### config.mk
export PLATFORM = sky130hd
export DESIGN_NAME = mul_seq_ctrl
export DESIGN_NICKNAME = d
export VERILOG_FILES = /design/src/rtl/mul_seq_ctrl.sv
export SDC_FILE = /design/constraint.sdc
export NUM_CORES = 1
export LEC_CHECK = 0
export CORE_AREA = 2 2 39 41
export DETAILED_ROUTE_END_ITERATION = 16
export DIE_AREA = 0 0 41 43
export GPL_TIMING_DRIVEN = 0
export PLACE_DENSITY_LB_ADDON = 0.1
export SLEW_MARGIN = 20
export SYNTH_ARGS = -nofsm -noshare
export SYNTH_HDL_FRONTEND = slang
export SYNTH_SLANG_ARGS = --single-unit
export TNS_END_PERCENT = 10
### constraint.sdc
create_clock -name clk -period 1.3 [get_ports clk]
set_input_delay 0.26 -clock clk [delete_from_list [all_inputs] [get_ports clk]]
set_output_delay 0.26 -clock clk [all_outputs]
set_load 0.02 [all_outputs]
### src/rtl/mul_seq_ctrl.sv
// mul_seq_ctrl: control FSM sequencing a shift-add multiplier datapath and its iteration counter
//
// Ports:
//   clk             rising-edge clock
//   rst             asynchronous active-low reset (0 = reset)
//   start           level request, accepted only while ready=1
//   counter_is_done iteration counter reached its final value
//   mul_lsb         multiplier LSB, selects an add for the current step
//   ld_regs         pulse: load operand registers
//   init_p          pulse: clear product accumulator
//   InitZcnt        pulse: clear iteration counter
//   cnt             pulse: increment iteration counter
//   add_en          pulse: accumulate multiplicand into product
//   shift_en        pulse: shift product/multiplier right
//   ready           idle and able to accept start
//   done            pulse: result valid
//   perf_cycles     busy-cycle count of the last operation (only with MUL_PERF_CNT_EN)
//
// Build option: define MUL_PERF_CNT_EN to add the saturating perf_cycles counter.
module mul_seq_ctrl #(
  parameter int SETTLE_CYCLES = 1,
  parameter int PCW = 8
) (
  input  logic clk,
  input  logic rst,
  input  logic start,
  input  logic counter_is_done,
  input  logic mul_lsb,
  output logic ld_regs,
  output logic init_p,
  output logic InitZcnt,
  output logic cnt,
  output logic add_en,
  output logic shift_en,
  output logic ready,
  output logic done
`ifdef MUL_PERF_CNT_EN
  ,
  output logic [PCW-1:0] perf_cycles
`endif
);
  typedef enum logic [2:0] {IDLE, WAIT_REL, LOAD, CHECK, ADD, SHIFT, SETTLE, FIN} state_t;
  // SETTLE stays for SETTLE_CYCLES cycles, so the down-counter is preloaded with one less
  localparam logic [1:0] SLOAD = 2'(SETTLE_CYCLES > 0 ? SETTLE_CYCLES - 1 : 0);
  state_t state, nxt;
  logic [1:0] scnt;
  always_ff @(posedge clk or negedge rst)
    if (!rst) begin
      state <= IDLE;
      scnt  <= '0;
    end else begin
      state <= nxt;
      scnt  <= state == SHIFT ? SLOAD : (state == SETTLE && |scnt) ? scnt - 2'd1 : scnt;
    end
  always_comb begin
    nxt = state;
    case (state)
      IDLE:     nxt = start ? LOAD : IDLE;
      WAIT_REL: nxt = start ? WAIT_REL : IDLE;
      LOAD:     nxt = CHECK;
      CHECK:    nxt = counter_is_done ? FIN : mul_lsb ? ADD : SHIFT;
      ADD:      nxt = SHIFT;
      SHIFT:    nxt = SETTLE_CYCLES > 0 ? SETTLE : CHECK;
      SETTLE:   nxt = |scnt ? SETTLE : CHECK;
      FIN:      nxt = start ? WAIT_REL : IDLE;
      default:  nxt = IDLE;
    endcase
  end
  always_comb begin
    ld_regs  = state == LOAD;
    init_p   = state == LOAD;
    InitZcnt = state == LOAD;
    cnt      = state == SHIFT;
    add_en   = state == ADD;
    shift_en = state == SHIFT;
    ready    = state == IDLE;
    done     = state == FIN;
  end
`ifdef MUL_PERF_CNT_EN
  always_ff @(posedge clk or negedge rst)
    if (!rst) perf_cycles <= '0;
    else if (state == LOAD) perf_cycles <= '0;
    else if (state != IDLE && state != WAIT_REL && state != FIN && !(&perf_cycles))
      perf_cycles <= perf_cycles + 1'b1;
`endif
endmodule

After elaboration in Yosys (flattened, before gate mapping)

Index checks and enable logic that the tools add are counted.

Bits in registers: 5
Input bits: 5

Add/subtract/negate cells: 1
Equal/unequal tests: 7
Multiplexer cells: 8
Reduce and logical (&&, ||, !) cells: 5

Operators with widths:

| operator            | count |
|---|---|
| $pmux 3 s7          | 1 |
| $eq 3x3->1 const B  | 4 |
| $mux 2              | 4 |
| $eq 3x2->1 const B  | 2 |
| $reduce_or 2->1     | 2 |
| $eq 3x1->1 const B  | 1 |
| $logic_not 3->1     | 1 |
| $mux 3              | 1 |
| $mux 1              | 2 |
| $reduce_bool 2->1   | 1 |
| $sub 2x1->2 const B | 1 |
| $logic_and 1x1->1   | 1 |

Logic depth before layout (Yosys ltp)

Depth after elaboration: 4
Depth in mapped cells: 5
Gate-level depth less buffers: 5

Worst setup path after synthesis

Ideal clock, no wire load.

Kind: reg-to-output
From: register state[1]
To: output init_p
Arrival time: 1.465 ns
Slack: -0.425 ns
Stages on the path, launching flop included: 4
Path through: dfrtp_1 > buf_4 > nor3b_1 > buf_4

Longest elaborated chain between the ends: 1

RTL lines:

| element                  | line | source |
|---|---|---|
| start: declaration       | 45   | `state_t state, nxt;` |
| start signal: assignment | 52   | `state <= nxt;` |
| $eq 3x2->1               | -    |  |
| end: declaration         | 30   | `output logic init_p,` |

No other way between the ends.

Worst setup path after layout

From: register state[1]
To: output init_p

Longest elaborated chain between the ends: 1

RTL lines:

| element    | line | source |
|---|---|---|
| $eq 3x2->1 | 71   | `init_p = state == LOAD;` |

No other way between the ends.

==> impl_results.md <==
* Status: finished, violations left
* Failing checks: setup timing
* Synth Net Count at 46
* Critical path's slowest cell: dfrtp_2
* CP arrival at 1260 ps
* Fillcell total at 147
* CTS sink cnt at 5
* FF-to-FF End: state[0]$_DFF_PN0_
* Worst slew pin tran at 239.8 ps
* Count of pins over their slew limit at 0
* Reg2Reg Depth at 5
* Setup Skew at 12.07 ps
* Area of the multi-input gates at 232.7 sq um
* Cells after DPL at 68
* CTS tree: yes
* Detailed Route WL at 1173 microns
* Slew HR at 83.91%
* Die height at 43 microns
* Min-delay worst type: in2async
* Die footprint at 1763 sq um
* Leakage at 0.3037 nW
* Number of diodes at 0
* Minimum clock period at 1520 ps
* Crit Path Class: reg2out
* CP Capture Type: primary output
* Post-synthesis sequential area ratio at 34.01%
* Synth Instances at 40
* Vias/cell at 5.086
* Setup tns final at -1450 ps
* Nets at 72
* FP Rows at 14
* Commonest non-fill, non-tap cell in the layout: buf_4
* Slack of the critical path at -220.3 ps
* #FFs+latches synth at 5
* Worst r2r src: scnt[0]$_DFFE_PN0P_
* Clk Latency, worst-skew pair at 260 ps
* Endpoints failing hold at 0
* Max Clock Freq at 657.8 MHz
* Yosys warnings at 0
* Initial antenna violation count at 0
* Clk root buf: clkbuf_4
* RSZ-0062 raised after global routing: yes
* Cell area after synthesis at 367.9 sq um
* GPL Wtd Cong at 0.7148
* Most frequent CP cell: buf_6
* Vias in the first global route at 408
* H-tree levels at 1
* TritonRoute pass-1 iters at 4
* Cell Chain, Critical Path: buf_6 -> nor3b_4 -> buf_4 -> buf_6
* CTS Hold Bufs at 0
* WL/cell at 14.48 microns
* Num ports at 13
* Avg Inst Size Synth at 9.196 sq um
* Synth unique cells at 23
* Die X-Extent at 41 microns
* Power, Total at 1.638 mW
* Post-DP Area at 529.3 sq um
* Setup violations, final at 9
* Std-Cell Core Area at 1384 sq um
* Power per cell area at 2451 nW/um^2
* DP HPWL at 712.1 microns
* Residual DRC count at 0
* Most frequent cells in the layout: buf_4, buf_6, nand2_1, clkdlybuf4s50_1, dfrtp_1
* Max VDD drop at 0.8028 mV
* Total gr overflow at 0
* Longest Clk Path Bufs at 2
* Design area at 668.1 sq um
* Register Area at 126.4 sq um
* Pin count of the biggest net entering global routing at 11
* Area grow syn2layout at 81.63%
* Initial core utilization at 26.58%
* Final ANT Viol Nets at 0
* Slowest cell delay on critical path at 410 ps
* Layout cells sized above 1 at 58.46%
* GR Util All Layers at 15.48%
* Worst setup SP type: register
* First-pass GRT wire length at 1773 microns
* Clock Pin Slew Worst Setup and Hold Paths at 60 ps
* CTS Buf Count at 3
* CP Data Required Time at 1040 ps
* Final Cycle Share at 116.9%
* Crit path launch: state[1]$_DFF_PN0_
* Port Buf Inserts at 12
* Flop2flop setup slack at -60 ps
* Via count at 412
* Crit path max fanout at 5
* MaxCap Viol Count at 0
* Layout Cells excl Fill at 81
* Drt initial violations at 7
==> synth_stat cells <==
master / count / share of area, %
buf_4: 5 / 10
dfrtp_1: 5 / 34
nand2_1: 4 / 4.1
nor3b_1: 3 / 6.1
a21oi_1: 2 / 2.7
a22o_1: 2 / 4.8
inv_1: 2 / 2.0
o21ai_0: 2 / 2.7
a211o_1: 1 / 2.4
a211oi_1: 1 / 2.0
a221oi_2: 1 / 4.1
buf_6: 1 / 3.1
ha_1: 1 / 3.4
inv_2: 1 / 1.0
nand2_2: 1 / 1.7
nand2b_1: 1 / 1.7
nor2_1: 1 / 1.0
nor3_1: 1 / 1.4
o22ai_1: 1 / 1.7
o31ai_2: 1 / 3.4
o32ai_1: 1 / 2.4
or2_2: 1 / 1.7
or3b_1: 1 / 2.4
==> through the flow <==
stage | hold slack, ps | utilization (%) | setup WS, ps
finish | 223.5 | 48.28 | -220.3
global route | 238.4 | 48.28 | -260.6
CTS | 232.4 | 43.49 | -206.0
detailed placement | 495.2 | 38.25 | -567.8
global placement | 487.1 | 38.25 | -534.1
floorplan | -35.59 | - | -81.30
==> worst max path at each step <==
stage / to / slack [ps]
after floorplan: shift_en / -80
after global placement: init_p / -530
after global routing: ld_regs / -260
after CTS: init_p / -210
after detailed placement: init_p / -570
final: init_p / -220
==> state kept, by name (all words and copies together) (netlist names) <==
register	cells
state	3
scnt	2
==> cell type report <==
cell class                      count  share of cell area (%)
Multi-Input combinational cell     26                   34.83
Clock buffer                        4                   3.933
Tap cell                           16                   2.996
Inverter                            3                   2.060
Sequential cell                     5                   18.91
Buffer                              6                   8.427
Timing Repair Buffer               21                   28.84
==> worst max-delay path: cells and delay by family (launching register included) <==
| kind | cells | cell delay (ps) |
|---|---|---|
| flip-flops | 1 | 410 |
| buffers and inverters | 3 | 370 |
| AND/OR/NAND/NOR | 1 | 210 |
==> cells by family after synthesis <==
logic type,synth area share (%)
flip-flops,34.01
AND/OR/NAND/NOR,20.07
adder cells (fa/ha/maj),3.401
buffers and inverters,16.33
AO/OA/AOI/OAI,26.19
==> what timing repair did <==
action	in CTS	in global routing
setup endpoints to repair	10	11
setup buffers	6	3
pin swaps	4	2
resized for setup	46	9
==> per-layer routing <==
metal  up-vias  routed length [microns]  GRT usage (%)  share of wire [%]
met5         -                        0              0                  0
met4         0                       14          8.000                1.2
met3         2                       31          5.236                2.6
met2         7                      675          24.69                 58
met1       212                      451          17.10                 38
li1        191                        -              -                  -
==> report_power, final <==
group          total (mW)  internal [mW]  leakage, nW  switching (mW)
clock network       0.198          0.117       0.0150          0.0805
registers           0.253          0.208       0.0624          0.0449
logic                1.19          0.623        0.226           0.565
total                1.64          0.948        0.304           0.690
(Power assumes the default switching activity.)
